===== config.mk =====
export PLATFORM = sky130hd
export DESIGN_NAME = fetch_sequencer
export DESIGN_NICKNAME = d
export VERILOG_FILES = /design/src/rtl/cpu_isa_pkg.sv /design/src/rtl/fetch_sequencer.sv
export SDC_FILE = /design/constraint.sdc
export NUM_CORES = 1
export LEC_CHECK = 0
export BUFFER_PORTS_ARGS = -buffer_cell sky130_fd_sc_hd__buf_2
export CORE_MARGIN = 3
export CORE_UTILIZATION = 43
export CTS_CLUSTER_SIZE = 40
export DETAILED_ROUTE_END_ITERATION = 12
export HOLD_SLACK_MARGIN = 0.15
export PLACE_DENSITY = 0.76
export SLEW_MARGIN = 20
export SYNTH_ARGS = -nofsm -noshare
export SYNTH_HDL_FRONTEND = slang
export SYNTH_SLANG_ARGS = --single-unit

===== constraint.sdc =====
create_clock -name clk -period 1.6 [get_ports clk]
set_input_delay 0.32 -clock clk [delete_from_list [all_inputs] [get_ports clk]]
set_output_delay 0.32 -clock clk [all_outputs]
set_load 0.05 [all_outputs]

===== src/rtl/cpu_isa_pkg.sv =====
// ISA definitions for the 4-bit CPU: opcode map, fetch FSM states and
// instruction length decode.
package cpu_isa_pkg;

    localparam logic [3:0] OP_NOP = 4'h0;
    localparam logic [3:0] OP_LDI = 4'h1;
    localparam logic [3:0] OP_ADD = 4'h2;
    localparam logic [3:0] OP_SUB = 4'h3;
    localparam logic [3:0] OP_LDA = 4'h4;
    localparam logic [3:0] OP_STA = 4'h5;
    localparam logic [3:0] OP_AND = 4'h6;
    localparam logic [3:0] OP_OR  = 4'h7;
    localparam logic [3:0] OP_JMP = 4'h8;
    localparam logic [3:0] OP_JZ  = 4'h9;
    localparam logic [3:0] OP_JC  = 4'hA;
    localparam logic [3:0] OP_HLT = 4'hF;

    typedef enum logic [1:0] {
        S_FETCH,
        S_OPERAND,
        S_DISPATCH,
        S_HALTED
    } state_e;

    // Reserved opcodes 0xB-0xE fall through as 1-byte instructions.
    function automatic logic is_two_byte(input logic [3:0] opcode);
        return opcode inside {OP_LDA, OP_STA, OP_JMP, OP_JZ, OP_JC};
    endfunction

endpackage


===== src/rtl/fetch_sequencer.sv =====
// Fetch/dispatch sequencer: reads instruction bytes at the PC, hands one
// decoded instruction to execute, and steps the PC (hold, +1, +2 or jump).
module fetch_sequencer
    import cpu_isa_pkg::*;
#(
    parameter int ADDR_W = 8,
    parameter int DATA_W = 8
) (
    input  logic              clk,
    input  logic              reset_n,
    input  logic [ADDR_W-1:0] pc,
    output logic              pc_halt,
    output logic              pc_jump_enable,
    output logic [ADDR_W-1:0] pc_jump_addr,
    output logic              pc_inc_2,
    output logic [ADDR_W-1:0] rom_addr,
    input  logic [DATA_W-1:0] rom_data,
    input  logic              exec_busy,
    input  logic              zero_flag,
    input  logic              carry_flag,
    input  logic              resume,
    output logic              instr_valid,
    output logic [3:0]        instr_opcode,
    output logic [3:0]        instr_imm,
    output logic [DATA_W-1:0] instr_operand,
    output logic              halted
);

    state_e              state_q, state_d;
    logic [DATA_W-1:0]   ir_q, ir_d;
    logic [DATA_W-1:0]   operand_q, operand_d;
    logic [3:0]          opcode;
    logic                take_jump;

    assign opcode        = ir_q[DATA_W-1 -: 4];
    assign instr_opcode  = opcode;
    assign instr_imm     = ir_q[3:0];
    assign instr_operand = operand_q;

    always_ff @(posedge clk or negedge reset_n) begin
        if (!reset_n) begin
            state_q   <= S_FETCH;
            ir_q      <= '0;
            operand_q <= '0;
        end else begin
            state_q   <= state_d;
            ir_q      <= ir_d;
            operand_q <= operand_d;
        end
    end

    always_comb begin
        state_d        = state_q;
        ir_d           = ir_q;
        operand_d      = operand_q;
        pc_halt        = 1'b1;
        pc_jump_enable = 1'b0;
        pc_inc_2       = 1'b0;
        instr_valid    = 1'b0;
        halted         = 1'b0;
        rom_addr       = pc;
        take_jump      = 1'b0;

        case (state_q)
            S_FETCH: begin
                // Operand is cleared here so 1-byte instructions present 0.
                ir_d      = rom_data;
                operand_d = '0;
                state_d   = is_two_byte(rom_data[DATA_W-1 -: 4]) ? S_OPERAND : S_DISPATCH;
            end
            S_OPERAND: begin
                rom_addr  = pc + ADDR_W'(1);
                operand_d = rom_data;
                state_d   = S_DISPATCH;
            end
            S_DISPATCH: begin
                if (!exec_busy) begin
                    instr_valid = 1'b1;
                    if (opcode == OP_HLT) begin
                        state_d = S_HALTED;
                    end else begin
                        state_d = S_FETCH;
                        pc_halt = 1'b0;
                        case (opcode)
                            OP_JMP:  take_jump = 1'b1;
                            OP_JZ:   take_jump = zero_flag;
                            OP_JC:   take_jump = carry_flag;
                            default: take_jump = 1'b0;
                        endcase
                        if (take_jump) begin
                            pc_jump_enable = 1'b1;
                        end else if (is_two_byte(opcode)) begin
                            pc_inc_2 = 1'b1;
                        end
                    end
                end
            end
            S_HALTED: begin
                halted = 1'b1;
                if (resume) begin
                    pc_halt = 1'b0;
                    state_d = S_FETCH;
                end
            end
            default: state_d = S_FETCH;
        endcase
    end

    assign pc_jump_addr = pc_jump_enable ? ADDR_W'(operand_q) : '0;

endmodule


==> results of run 1 <==
metrics by stage:
stage	hold slack [ns]	cells	cell area, µm²	setup TNS, ns
floorplan	0.0244	95	1350	-3.13
global placement	0.256	201	1850	-2.08
detailed placement	0.263	201	1850	-2.45
logic make-up after synthesis:
| logic type | count (synthesis) | synth area share [%] |
|---|---|---|
| fa+ha+maj | 1 | 1.23 |
| mux | 8 | 8.88 |
| xor+xnor | 8 | 6.91 |
| buf+inv | 15 | 6.90 |
| compound gates | 18 | 15.3 |
| flops | 18 | 44.4 |
| simple gates | 27 | 16.4 |
Yosys cell counts (all sizes together):
cell type | instances | share of area, %
a2bb2oi | 1 | 1.5
a21boi | 1 | 0.74
dfrtp | 18 | 44
and2 | 1 | 0.62
ha | 1 | 1.2
nor2 | 1 | 0.37
xor2 | 1 | 0.86
nor3 | 1 | 0.49
clkbuf | 1 | 0.37
and2b | 1 | 0.74
o31ai | 1 | 0.74
o22ai | 1 | 0.62
a21o | 1 | 0.74
o21ai | 1 | 0.49
o211a | 1 | 0.99
nand4 | 5 | 3.1
nor2b | 1 | 0.62
and3 | 1 | 0.62
a21oi | 1 | 0.49
xnor2 | 7 | 6.0
a22o | 9 | 7.8
mux2 | 8 | 8.9
nand2 | 3 | 1.1
nor3b | 1 | 0.74
a22oi | 1 | 1.2
or3b | 1 | 0.86
inv | 10 | 3.9
and4b | 1 | 0.99
buf | 4 | 2.6
nand2b | 2 | 1.2
nor4 | 8 | 4.9
==> metrics.txt, run 1 <==
# TYPE chip_impl_metric gauge
chip_impl_metric{name="netlist-cell-type-count",unit=""} 33
chip_impl_metric{name="cts_resized",unit=""} 45
chip_impl_metric{name="numClockSinks",unit=""} 18
chip_impl_metric{name="yosysWarnings",unit=""} 0
chip_impl_metric{name="post_synth_instance_area",unit="µm²"} 1010
chip_impl_metric{name="starting_utilization_of_the_core_area",unit="%"} 48.3
chip_impl_metric{name="ctsLongestPathBuffers",unit=""} 2
chip_impl_metric{name="gpl.final_weighted_congestion",unit=""} 0.762
chip_impl_metric{name="dp.final_hpwl",unit="µm"} 2770
chip_impl_metric{name="cts_buffers",unit=""} 3
chip_impl_info{name="cts.root.buffer_cell",value="sky130_fd_sc_hd__clkbuf_4"} 1
chip_impl_metric{name="syn_inst",unit=""} 95
chip_impl_metric{name="synth_seq_area_share",unit="%"} 44.4
chip_impl_metric{name="synthesis.nets",unit=""} 118
chip_impl_metric{name="htree_levels",unit=""} 1
chip_impl_metric{name="cts.hold.buffers_added",unit=""} 1
chip_impl_metric{name="top_level_ports",unit=""} 59
chip_impl_metric{name="ys_ff_latch",unit=""} 18
chip_impl_metric{name="post_cts.repair.setup_buffers",unit=""} 1
chip_impl_metric{name="post-place-ws",unit="ns"} -0.188
chip_impl_metric{name="vert_die_dim",unit="µm"} 54.6
chip_impl_metric{name="io_buffer_count",unit=""} 58
chip_impl_info{name="status",value="did not finish"} 1
chip_impl_metric{name="floorplan.rows",unit=""} 16
chip_impl_info{name="haltStage",value="clock tree synthesis"} 1
chip_impl_metric{name="post_synth.cell_area_avg",unit="µm²"} 10.7
chip_impl_metric{name="die-width",unit="µm"} 54.6
chip_impl_info{name="error_message",value="[ERROR DPL-0033] detailed placement checks failed during check placement."} 1
==> run 2: changes to the inputs <==
CORE_AREA = 3 3 64 66   (was default)
CORE_MARGIN = default   (was 3)
CORE_UTILIZATION = default   (was 43)
CTS_CLUSTER_SIZE = default   (was 40)
DIE_AREA = 0 0 67 69   (was default)
HOLD_SLACK_MARGIN = default   (was 0.15)
PLACE_DENSITY = default   (was 0.76)
PLACE_DENSITY_LB_ADDON = 0.15   (was default)
==> run 2 against run 1 <==
  * Synthesized cell count stayed put
  * Area after synthesis stayed put
  * The flow now finishes, with violations (negative setup slack)
==> metrics.txt, run 2 <==
# TYPE chip_impl_metric gauge
chip_impl_info{name="status",value="finished, violations left"} 1
chip_impl_metric{name="comb_power_share",unit="%"} 71.4
chip_impl_metric{name="worst_slew_margin_rel",unit="%"} 73.8
chip_impl_info{name="synthTopCellsByArea",value="sky130_fd_sc_hd__dfrtp_1 (44%), sky130_fd_sc_hd__mux2_2 (8.9%), sky130_fd_sc_hd__a22o_1 (7.8%), sky130_fd_sc_hd__xnor2_1 (6.0%), sky130_fd_sc_hd__nor4_1 (4.9%)"} 1
chip_impl_metric{name="route.detailed.vias_per_inst",unit=""} 4.74
chip_impl_info{name="post_synth_most_frequent_cells",value="sky130_fd_sc_hd__dfrtp_1 (18), sky130_fd_sc_hd__a22o_1 (9), sky130_fd_sc_hd__inv_1 (9), sky130_fd_sc_hd__mux2_2 (8), sky130_fd_sc_hd__nor4_1 (8)"} 1
chip_impl_metric{name="dieArea",unit="µm²"} 4620
chip_impl_metric{name="setup_total_negative_slack",unit="ns"} -5.54
chip_impl_metric{name="cts_buffers",unit=""} 3
chip_impl_metric{name="top_level_ports",unit=""} 59
chip_impl_metric{name="cp_num_buf_inv",unit=""} 4
chip_impl_metric{name="numClockSinks",unit=""} 18
chip_impl_metric{name="post_synth_instance_area",unit="µm²"} 1010
chip_impl_metric{name="finalCritPeriodShare",unit="%"} 121
chip_impl_metric{name="largest_vdd_supply_drop",unit="µV"} 1140
chip_impl_metric{name="post-place-ws",unit="ns"} -0.176
chip_impl_metric{name="vias",unit=""} 1094
chip_impl_metric{name="netlist-cell-type-count",unit=""} 33
chip_impl_metric{name="cts.clk_slew.worst_paths",unit="ns"} 0.06
chip_impl_metric{name="starting_utilization_of_the_core_area",unit="%"} 27.9
chip_impl_info{name="timing.setup.critical_path_class",value="reg -> out"} 1
chip_impl_metric{name="finish.cell_count_without_fillers",unit=""} 231
chip_impl_metric{name="layout-area-overhead-vs-synth",unit="%"} 112
chip_impl_metric{name="p_leak",unit="nW"} 1.01
chip_impl_info{name="synth_ff_type",value="sky130_fd_sc_hd__dfrtp_1"} 1
chip_impl_info{name="tritoncts",value="yes"} 1
chip_impl_metric{name="initial_antenna_violation_count",unit=""} 0
chip_impl_metric{name="cp_data_arrival_time",unit="ns"} 1.62
chip_impl_metric{name="ant_nets",unit=""} 0
chip_impl_metric{name="ys_ff_latch",unit=""} 18
chip_impl_metric{name="share_of_layout_cells_above_drive_strength_1",unit="%"} 71.6
chip_impl_metric{name="antenna-diode-count",unit=""} 0
chip_impl_info{name="post-synth-top-count-cell",value="sky130_fd_sc_hd__dfrtp_1"} 1
chip_impl_metric{name="final.fill_count",unit=""} 307
chip_impl_metric{name="drv.max_cap_violation_count",unit=""} 0
chip_impl_metric{name="placeableCoreArea",unit="µm²"} 3630
chip_impl_metric{name="finalSetupViolations",unit=""} 21
chip_impl_metric{name="dp.final_hpwl",unit="µm"} 2550
chip_impl_metric{name="timing.critical_path.required",unit="ns"} 1.28
chip_impl_metric{name="final-max-slew-violation-count",unit=""} 0
chip_impl_info{name="setup.worst_path.start_class",value="register"} 1
chip_impl_metric{name="timing_worst_slew_pin_value",unit="ns"} 0.392
chip_impl_metric{name="synthesis.nets",unit=""} 118
chip_impl_metric{name="power_density",unit="nW/µm²"} 1850
chip_impl_metric{name="floorplan.rows",unit=""} 22
chip_impl_metric{name="worstPathMaxFanout",unit=""} 3
chip_impl_metric{name="finalWirelength",unit="µm"} 3220
chip_impl_info{name="final_common_cell",value="sky130_fd_sc_hd__buf_2"} 1
chip_impl_metric{name="global_route.usage.total",unit="%"} 14.4
chip_impl_metric{name="layout.core_utilization",unit="%"} 59.1
chip_impl_metric{name="synth_async_sr_flop_share",unit="%"} 100
chip_impl_metric{name="first_iter_violations",unit=""} 20
chip_impl_metric{name="largest_net_degree_at_the_start_of_global_routing",unit=""} 19
chip_impl_metric{name="p_seq_share",unit="%"} 20.8
chip_impl_metric{name="internal_power",unit="mW"} 1.94
chip_impl_metric{name="netlist.area_leader.share",unit="%"} 44.4
chip_impl_info{name="violated_checks",value="negative setup slack"} 1
chip_impl_metric{name="mean_routed_wirelength_per_cell",unit="µm"} 14.0
chip_impl_metric{name="detail_route.first_pass.iterations",unit=""} 5
chip_impl_metric{name="worst_clock_skew",unit="ns"} 0.00607
chip_impl_info{name="worstPathCellList",value="buf_6 -> and4b_2 -> buf_4 -> buf_4 -> nand2_4 -> xnor2_4 -> buf_6"} 1
chip_impl_metric{name="final.setup.worst_slack",unit="ns"} -0.337
chip_impl_info{name="cts.root.buffer_cell",value="sky130_fd_sc_hd__clkbuf_8"} 1
chip_impl_metric{name="fmaxAchievable",unit="MHz"} 516
chip_impl_metric{name="yosysWarnings",unit=""} 0
chip_impl_metric{name="final_period_minus_worst_setup_slack",unit="ns"} 1.94
chip_impl_metric{name="sw_frac_of_total",unit="%"} 51.2
chip_impl_metric{name="clkLatencyLatePin",unit="ns"} 0.25
chip_impl_info{name="critical_path.endpoint_type",value="output pin"} 1
chip_impl_metric{name="ctsLongestPathBuffers",unit=""} 2
chip_impl_info{name="max_stage_delay_cell_worst_path",value="sky130_fd_sc_hd__dfrtp_1"} 1
chip_impl_metric{name="report.final.hold_viol_count",unit=""} 0
chip_impl_metric{name="power.net_switching",unit="mW"} 2.03
chip_impl_info{name="netlist.top_cell.by_area",value="sky130_fd_sc_hd__dfrtp_1"} 1
chip_impl_metric{name="post_synth.cell_area_avg",unit="µm²"} 10.7
chip_impl_metric{name="vert_die_dim",unit="µm"} 69
chip_impl_metric{name="gpl.final_weighted_congestion",unit=""} 0.773
chip_impl_metric{name="synth_enable_flop_cells",unit=""} 0
chip_impl_info{name="worst_path_dominant_cell_family",value="buffers and inverters"} 1
chip_impl_info{name="most-common-layout-cells",value="sky130_fd_sc_hd__buf_2 (37), sky130_fd_sc_hd__buf_6 (24), sky130_fd_sc_hd__buf_4 (21)"} 1
chip_impl_info{name="min_path_type",value="in -> reg"} 1
chip_impl_metric{name="share_clk_of_total_power",unit="%"} 7.8
chip_impl_metric{name="fin_total_pwr",unit="mW"} 3.97
chip_impl_metric{name="design.final.nets",unit=""} 207
chip_impl_metric{name="grt_first_pass_wirelength",unit="µm"} 5200
chip_impl_metric{name="syn_inst",unit=""} 95
chip_impl_metric{name="global_route.overflow_total",unit=""} 0
chip_impl_metric{name="dpl.cell_count",unit=""} 221
chip_impl_info{name="grt_setup_unrepaired",value="true"} 1
chip_impl_metric{name="drc",unit=""} 0
chip_impl_metric{name="htree_levels",unit=""} 1
chip_impl_metric{name="die-width",unit="µm"} 67
chip_impl_metric{name="cp_slowest_stage_delay",unit="ns"} 0.40
chip_impl_metric{name="io_buffer_count",unit=""} 58
chip_impl_metric{name="synth_seq_area_share",unit="%"} 44.4
chip_impl_metric{name="first_global_vias",unit=""} 1104
run 2: cell counts after synthesis:
Identical to the previous run, type by type.
run 2: timing repair:
action,in CTS,in global routing
buffers inserted,1,4
hold buffers,1,0
cloned,0,0
setup endpoints to repair,21,21
hold endpoints to repair,3,0
pin swaps,4,5
gates resized for setup,45,12
run 2: power by group through the flow:
stage	Sequential [mW]	Combinational, mW	Clock, mW
6_report	0.823	2.83	0.310
5_1_grt	0.856	2.98	0.338
4_1_cts	0.822	2.73	0.322
3_5_place_dp	0.830	2.62	0
3_3_place_gp	0.817	2.59	0
2_1_floorplan	1.43	1.27	0
run 2: cells by family after synthesis:
family	count (synthesis)	share of synthesized area, %
xor gates and xnor gates	8	6.91
and+or+nand+nor	27	16.4
buffers and inverters	15	6.90
adders and majority gates	1	1.23
muxes	8	8.88
AOI/OAI and AO/OA	18	15.3
DFF	18	44.4
run 2: per-stage QoR:
| step | instance area, µm² | hold slack [ns] |
|---|---|---|
| after detailed placement | 1870 | 0.268 |
| after global placement | 1870 | 0.264 |
| after global routing | 2150 | 0.301 |
| after CTS | 2080 | 0.298 |
| after floorplan | 1350 | 0.0244 |
| final | 2150 | 0.303 |
run 2: worst paths after layout:
check / startpoint / end / slack, ns / cells past startpoint
max: state_q[0] / rom_addr[3] / -0.34 / 7
min: rom_data[1] / instr_operand[1] / 0.30 / 2
max reg2reg: state_q[0] / state_q[1] / 0.24 / 5
min reg2reg: ir_q[1] / ir_q[1] / 0.51 / 1
max in group asynchronous: reset_n / ir_q[4] / 0.77 / 2
min in group asynchronous: reset_n / instr_operand[6] / 0.53 / 2
run 2: layout make-up:
type / instances / area [µm²] / share of cell area (%)
clock buffers: 4 / 45.0 / 2.10
well taps: 48 / 60.1 / 2.80
flip-flops and latches: 18 / 455 / 21.2
multi-input cells: 62 / 813 / 37.9
inverters: 10 / 45.0 / 2.10
repair buffers: 89 / 728 / 33.9
run 2: routing by layer:
metal  share of wire [%]  up-vias  global-route usage (%)
met4                0.50        0                    4.05
met2                  53       35                    24.9
met1                  41      531                    18.1
met5                   0        -                       0
li1                    -      526                       -
met3                 5.8        2                    2.44
(Power assumes the default switching activity.)
==> run 3: changes to the inputs <==
SKIP_LAST_GASP = 1   (was default)
==> run 3 against run 2 <==
  * The run still ends with negative setup slack left
  * Die area unchanged
  * Sequential cell count unchanged
  * Clock-buffer cell count unchanged
  * Critical endpoint unchanged
==> metrics.txt, run 3 (synthesis gave the netlist of run 2 again) <==
# TYPE chip_impl_metric gauge
chip_impl_info{name="status",value="finished, violations left"} 1
chip_impl_info{name="violated_checks",value="negative setup slack"} 1
chip_impl_metric{name="ant_nets",unit=""} 0
chip_impl_metric{name="internal_power",unit="mW"} 1.94
chip_impl_metric{name="vias",unit=""} 1095
chip_impl_info{name="min_path_type",value="in -> reg"} 1
chip_impl_metric{name="gpl.final_weighted_congestion",unit=""} 0.773
chip_impl_metric{name="die-width",unit="µm"} 67
chip_impl_info{name="max_stage_delay_cell_worst_path",value="sky130_fd_sc_hd__dfrtp_1"} 1
chip_impl_info{name="final_common_cell",value="sky130_fd_sc_hd__buf_2"} 1
chip_impl_metric{name="cp_slowest_stage_delay",unit="ns"} 0.40
chip_impl_metric{name="timing.reg2reg.worst_path_depth",unit=""} 5
chip_impl_metric{name="detail_route.first_pass.iterations",unit=""} 5
chip_impl_metric{name="share_of_layout_cells_above_drive_strength_1",unit="%"} 71.6
chip_impl_metric{name="cp_data_arrival_time",unit="ns"} 1.62
chip_impl_metric{name="worst_clock_skew",unit="ns"} 0.00632
chip_impl_info{name="most-common-layout-cells",value="sky130_fd_sc_hd__buf_2 (37), sky130_fd_sc_hd__buf_6 (24), sky130_fd_sc_hd__buf_4 (21)"} 1
chip_impl_metric{name="final.setup.worst_slack",unit="ns"} -0.335
chip_impl_info{name="setup.worst_path.start_class",value="register"} 1
chip_impl_metric{name="ctsLongestPathBuffers",unit=""} 2
chip_impl_metric{name="top_level_ports",unit=""} 59
chip_impl_metric{name="final.fill_count",unit=""} 307
chip_impl_metric{name="p_leak",unit="nW"} 1.01
chip_impl_metric{name="worstPathMaxFanout",unit=""} 3
chip_impl_metric{name="htree_levels",unit=""} 1
chip_impl_info{name="timing.setup.critical_path_class",value="reg -> out"} 1
chip_impl_metric{name="finish.cell_count_without_fillers",unit=""} 231
chip_impl_metric{name="largest_net_degree_at_the_start_of_global_routing",unit=""} 19
chip_impl_metric{name="share_clk_of_total_power",unit="%"} 7.8
chip_impl_metric{name="worst_slew_margin_rel",unit="%"} 73.9
chip_impl_metric{name="finalCritPeriodShare",unit="%"} 121
chip_impl_info{name="cts.root.buffer_cell",value="sky130_fd_sc_hd__clkbuf_8"} 1
chip_impl_metric{name="dpl.cell_count",unit=""} 221
chip_impl_info{name="critical_path.endpoint_type",value="output pin"} 1
chip_impl_metric{name="holdPathStages",unit=""} 2
chip_impl_metric{name="clkLatencyLatePin",unit="ns"} 0.25
chip_impl_metric{name="first_iter_violations",unit=""} 20
chip_impl_metric{name="starting_utilization_of_the_core_area",unit="%"} 27.9
chip_impl_metric{name="global_route.overflow_total",unit=""} 0
chip_impl_metric{name="route.detailed.vias_per_inst",unit=""} 4.74
chip_impl_metric{name="floorplan.rows",unit=""} 22
chip_impl_metric{name="timing.critical_path.required",unit="ns"} 1.28
chip_impl_metric{name="sw_frac_of_total",unit="%"} 51.2
chip_impl_metric{name="drc",unit=""} 0
chip_impl_info{name="grt_setup_unrepaired",value="true"} 1
chip_impl_metric{name="io_buffer_count",unit=""} 58
chip_impl_metric{name="timing_worst_slew_pin_value",unit="ns"} 0.392
chip_impl_info{name="worst_path_dominant_cell_family",value="buffers and inverters"} 1
chip_impl_metric{name="report.final.hold_viol_count",unit=""} 0
chip_impl_metric{name="placeableCoreArea",unit="µm²"} 3630
chip_impl_metric{name="power_density",unit="nW/µm²"} 1850
chip_impl_metric{name="final-max-slew-violation-count",unit=""} 0
chip_impl_metric{name="numClockSinks",unit=""} 18
chip_impl_metric{name="initial_antenna_violation_count",unit=""} 0
chip_impl_info{name="tritoncts",value="yes"} 1
chip_impl_metric{name="largest_vdd_supply_drop",unit="µV"} 1140
chip_impl_metric{name="design.final.nets",unit=""} 207
chip_impl_metric{name="dieArea",unit="µm²"} 4620
chip_impl_metric{name="finalSetupViolations",unit=""} 21
chip_impl_metric{name="first_global_vias",unit=""} 1104
chip_impl_metric{name="antenna-diode-count",unit=""} 0
chip_impl_metric{name="grt_first_pass_wirelength",unit="µm"} 5200
chip_impl_metric{name="vert_die_dim",unit="µm"} 69
chip_impl_metric{name="layout-area-overhead-vs-synth",unit="%"} 112
chip_impl_metric{name="cp_num_buf_inv",unit=""} 4
chip_impl_metric{name="critical_path_depth",unit=""} 7
chip_impl_metric{name="finalWirelength",unit="µm"} 3220
chip_impl_metric{name="drv.max_cap_violation_count",unit=""} 0
chip_impl_metric{name="cts_buffers",unit=""} 3
chip_impl_metric{name="post-place-ws",unit="ns"} -0.176
chip_impl_info{name="worstPathCellList",value="buf_6 -> and4b_2 -> buf_4 -> buf_4 -> nand2_4 -> xnor2_4 -> buf_6"} 1
chip_impl_metric{name="dp.final_hpwl",unit="µm"} 2550
chip_impl_metric{name="power.net_switching",unit="mW"} 2.03
chip_impl_metric{name="mean_routed_wirelength_per_cell",unit="µm"} 13.9
chip_impl_metric{name="p_seq_share",unit="%"} 20.8
chip_impl_metric{name="global_route.usage.total",unit="%"} 14.4
chip_impl_metric{name="comb_power_share",unit="%"} 71.4
chip_impl_metric{name="final_period_minus_worst_setup_slack",unit="ns"} 1.94
chip_impl_metric{name="fmaxAchievable",unit="MHz"} 517
chip_impl_metric{name="cts.clk_slew.worst_paths",unit="ns"} 0.06
[run 3: worst paths after layout]
path,slack [ns],from,end
worst max-delay path,-0.34,state_q[0],rom_addr[3]
worst min-delay path,0.30,rom_data[1],instr_operand[1]
worst max register to register,0.24,state_q[0],state_q[1]
worst min register to register,0.51,ir_q[1],ir_q[1]
max in group asynchronous,0.77,reset_n,ir_q[4]
min in group asynchronous,0.52,reset_n,instr_operand[6]
[run 3: what timing repair did]
action	CTS	global route
hold endpoints to repair	3	0
pin swaps	4	6
hold buffers	1	0
setup endpoints to repair	21	21
buffers inserted	1	4
gates resized for setup	44	13
[run 3: layer usage]
| metal | vias to the layer above | GRT usage (%) | routed length [µm] |
|---|---|---|---|
| li1 | 525 | - | - |
| met1 | 529 | 18.1 | 1310 |
| met2 | 39 | 24.9 | 1690 |
| met3 | 2 | 2.44 | 198 |
| met4 | 0 | 4.05 | 16 |
| met5 | - | 0 | 0 |
[run 3: power groups by stage]
stage	clock (mW)	sequential (mW)	combinational, mW
after floorplan	0	1.43	1.27
final	0.311	0.823	2.83
after global placement	0	0.817	2.59
after detailed placement	0	0.830	2.62
after CTS	0.322	0.822	2.73
after global routing	0.338	0.856	2.98
[run 3: area by class of cell]
class,count,area (µm²),share of cell area (%)
Timing Repair Buffer,89,728,33.9
Tap cell,48,60.1,2.80
Sequential cell,18,455,21.2
Inverter,10,45.0,2.10
Clock buffer,4,45.0,2.10
Multi-Input combinational cell,62,813,37.9
[run 3: metrics by stage]
step	hold WS (ns)	util [%]	total power [mW]	instance area [µm²]	TNS, ns
after floorplan	0.0244	-	2.70	1350	-3.13
after global placement	0.264	51.5	3.41	1870	-2.29
after detailed placement	0.268	51.5	3.45	1870	-2.38
after CTS	0.298	57.1	3.87	2070	-5.77
after global routing	0.301	59.1	4.17	2150	-6.71
final	0.303	59.1	3.97	2150	-5.51
==> run 4: changes to the inputs <==
CORE_AREA = 2 2 63 65   (was 3 3 64 66)
CTS_CLUSTER_DIAMETER = 40   (was default)
DIE_AREA = 0 0 65 67   (was 0 0 67 69)
clock period = 2.35 ns   (was 1.6 ns; I/O delays follow)
==> run 4 against run 3 <==
  * The run now ends clean
  * Clock skew decreased by 0.0041 ns
  * First-iteration DRC count decreased by 50%
  * Design area decreased by 30%
  * Hold slack got worse by 0.16 ns
  * Global-route usage decreased by 0.44 points
  * Critical endpoint is now rom_addr[5]
==> metrics.txt, run 4 (synthesis gave the netlist of run 2 again) <==
# TYPE chip_impl_metric gauge
chip_impl_metric{name="route.detailed.vias_per_inst",unit=""} 4.78
chip_impl_metric{name="detail_route.first_pass.iterations",unit=""} 2
chip_impl_metric{name="gpl.final_weighted_congestion",unit=""} 0.694
chip_impl_metric{name="ctsLongestPathBuffers",unit=""} 2
chip_impl_metric{name="report.final.hold_viol_count",unit=""} 0
chip_impl_metric{name="io_buffer_count",unit=""} 58
chip_impl_metric{name="share_of_layout_cells_above_drive_strength_1",unit="%"} 56.7
chip_impl_metric{name="first_iter_violations",unit=""} 10
chip_impl_metric{name="antenna-diode-count",unit=""} 0
chip_impl_metric{name="cp_data_arrival_time",unit="ns"} 1.78
chip_impl_info{name="critical_path.endpoint_type",value="output pin"} 1
chip_impl_metric{name="timing.reg2reg.worst_path_depth",unit=""} 4
chip_impl_metric{name="fin_total_pwr",unit="mW"} 2.18
chip_impl_metric{name="cts.clk_slew.worst_paths",unit="ns"} 0.07
chip_impl_metric{name="p_leak",unit="nW"} 0.728
chip_impl_metric{name="worst_clock_skew",unit="ns"} 0.00217
chip_impl_metric{name="vert_die_dim",unit="µm"} 67
chip_impl_metric{name="die-width",unit="µm"} 65
chip_impl_metric{name="power_density",unit="nW/µm²"} 1460
chip_impl_metric{name="ant_nets",unit=""} 0
chip_impl_metric{name="fmaxAchievable",unit="MHz"} 445
chip_impl_metric{name="global_route.overflow_total",unit=""} 0
chip_impl_metric{name="starting_utilization_of_the_core_area",unit="%"} 28.1
chip_impl_metric{name="drc",unit=""} 0
chip_impl_info{name="regToRegEndpoint",value="ir_q[7]"} 1
chip_impl_metric{name="largest_vdd_supply_drop",unit="µV"} 482
chip_impl_metric{name="finalCritPeriodShare",unit="%"} 95.6
chip_impl_metric{name="timing.critical_path.required",unit="ns"} 1.88
chip_impl_metric{name="finalSetupViolations",unit=""} 0
chip_impl_metric{name="internal_power",unit="mW"} 0.994
chip_impl_metric{name="placed_area",unit="µm²"} 1430
chip_impl_metric{name="grt_first_pass_wirelength",unit="µm"} 4670
chip_impl_metric{name="dp.final_hpwl",unit="µm"} 2240
chip_impl_metric{name="timing_worst_slew_pin_value",unit="ns"} 0.501
chip_impl_metric{name="htree_levels",unit=""} 1
chip_impl_metric{name="power.net_switching",unit="mW"} 1.19
chip_impl_info{name="grt_setup_unrepaired",value="true"} 1
chip_impl_metric{name="global_route.usage.total",unit="%"} 14.0
chip_impl_metric{name="p_seq_share",unit="%"} 26.1
chip_impl_metric{name="initial_antenna_violation_count",unit=""} 0
chip_impl_metric{name="placeableCoreArea",unit="µm²"} 3610
chip_impl_info{name="ff_to_ff_start",value="state_q[1]"} 1
chip_impl_metric{name="share_clk_of_total_power",unit="%"} 11.6
chip_impl_info{name="timing.setup.critical_path_class",value="reg -> out"} 1
chip_impl_metric{name="finalWirelength",unit="µm"} 2870
chip_impl_info{name="status",value="complete, no violations"} 1
chip_impl_metric{name="design.final.nets",unit=""} 181
chip_impl_metric{name="numClockSinks",unit=""} 18
chip_impl_metric{name="vias",unit=""} 979
chip_impl_metric{name="comb_power_share",unit="%"} 62.3
chip_impl_info{name="tritoncts",value="yes"} 1
chip_impl_info{name="final_common_cell",value="sky130_fd_sc_hd__buf_2"} 1
chip_impl_metric{name="final-max-slew-violation-count",unit=""} 0
chip_impl_metric{name="top_level_ports",unit=""} 59
chip_impl_metric{name="cts_buffers",unit=""} 3
chip_impl_info{name="most-common-layout-cells",value="sky130_fd_sc_hd__buf_2 (53), sky130_fd_sc_hd__dfrtp_1 (18), sky130_fd_sc_hd__inv_1 (9), sky130_fd_sc_hd__a22o_1 (9)"} 1
chip_impl_metric{name="mean_routed_wirelength_per_cell",unit="µm"} 14.0
chip_impl_info{name="setup.worst_path.start_class",value="register"} 1
chip_impl_metric{name="first_global_vias",unit=""} 975
chip_impl_metric{name="layout.cell_area.non_filler",unit="µm²"} 1500
chip_impl_metric{name="clkLatencyLatePin",unit="ns"} 0.25
chip_impl_info{name="cts.root.buffer_cell",value="sky130_fd_sc_hd__clkbuf_8"} 1
chip_impl_metric{name="sw_frac_of_total",unit="%"} 54.4
chip_impl_metric{name="dieArea",unit="µm²"} 4360
chip_impl_metric{name="worstPathMaxFanout",unit=""} 8
chip_impl_metric{name="worst_slew_margin_rel",unit="%"} 66.5
chip_impl_metric{name="largest_net_degree_at_the_start_of_global_routing",unit=""} 19
chip_impl_metric{name="final_period_minus_worst_setup_slack",unit="ns"} 2.25
chip_impl_metric{name="finalHoldWorstSlack",unit="ns"} 0.146
chip_impl_metric{name="slack_of_the_worst_reg_to_reg_path",unit="ns"} 0.59
chip_impl_info{name="min_path_type",value="in -> async"} 1
chip_impl_metric{name="drv.max_cap_violation_count",unit=""} 0
chip_impl_metric{name="floorplan.rows",unit=""} 22
chip_impl_metric{name="layout-area-overhead-vs-synth",unit="%"} 47.7
[run 4: power groups by stage]
stage | clock (mW) | sequential (mW) | combinational (mW)
after floorplan | 0 | 0.959 | 0.640
after global placement | 0 | 0.571 | 1.35
after detailed placement | 0 | 0.577 | 1.36
after CTS | 0.260 | 0.572 | 1.37
after global routing | 0.274 | 0.595 | 1.43
final | 0.254 | 0.569 | 1.36
[run 4: timing repair]
action / 4_1_cts / 5_1_grt
buffers inserted: 0 / 0
gates resized for setup: 1 / 7
hold buffers: 0 / 0
setup endpoints to repair: 10 / 6
[run 4: metal layers]
layer  track usage [%]  vias to the layer above  wire length, µm
li1                  -                      469                -
met1              17.2                      470             1260
met2              23.8                       38             1370
met3              2.87                        2              213
met4              5.59                        0               27
met5                 0                        -                0
[run 4: final cells by class]
class                           count  area [µm²]
Fill cell                         376        2110
Inverter                           10        40.0
Clock buffer                        4        55.1
Sequential cell                    18         450
Tap cell                           48        60.1
Timing Repair Buffer               63         340
Multi-Input combinational cell     62         553
[run 4: worst max-delay path by stage]
| stage | from | endpoint | slack (ns) | cells past startpoint |
|---|---|---|---|---|
| 2_1_floorplan | ir_q[6] | pc_jump_addr[0] | -0.22 | 3 |
| 3_3_place_gp | exec_busy | pc_jump_addr[7] | 0.14 | 4 |
| 3_5_place_dp | exec_busy | pc_jump_addr[7] | 0.12 | 4 |
| 4_1_cts | state_q[1] | rom_addr[6] | 0.05 | 5 |
| 5_1_grt | state_q[1] | rom_addr[7] | -0.02 | 5 |
| 6_report | state_q[1] | rom_addr[5] | 0.10 | 5 |
[run 4: per-stage QoR]
step	TNS, ns	cells	worst slack, ns	utilization [%]
after global routing	-0.0245	205	-0.0245	41.6
final	0	205	0.103	41.6
after global placement	0	201	0.143	39.6
after CTS	0	205	0.0496	41.2
after detailed placement	0	201	0.123	39.6
after floorplan	-1.77	95	-0.222	-
[run 4: critical path: stages (launching register included)]
cell                       delay [ns]
sky130_fd_sc_hd__dfrtp_1         0.47
sky130_fd_sc_hd__buf_4           0.20
sky130_fd_sc_hd__and4b_1         0.32
sky130_fd_sc_hd__nand4_1         0.14
sky130_fd_sc_hd__xnor2_1         0.15
sky130_fd_sc_hd__clkbuf_4        0.25
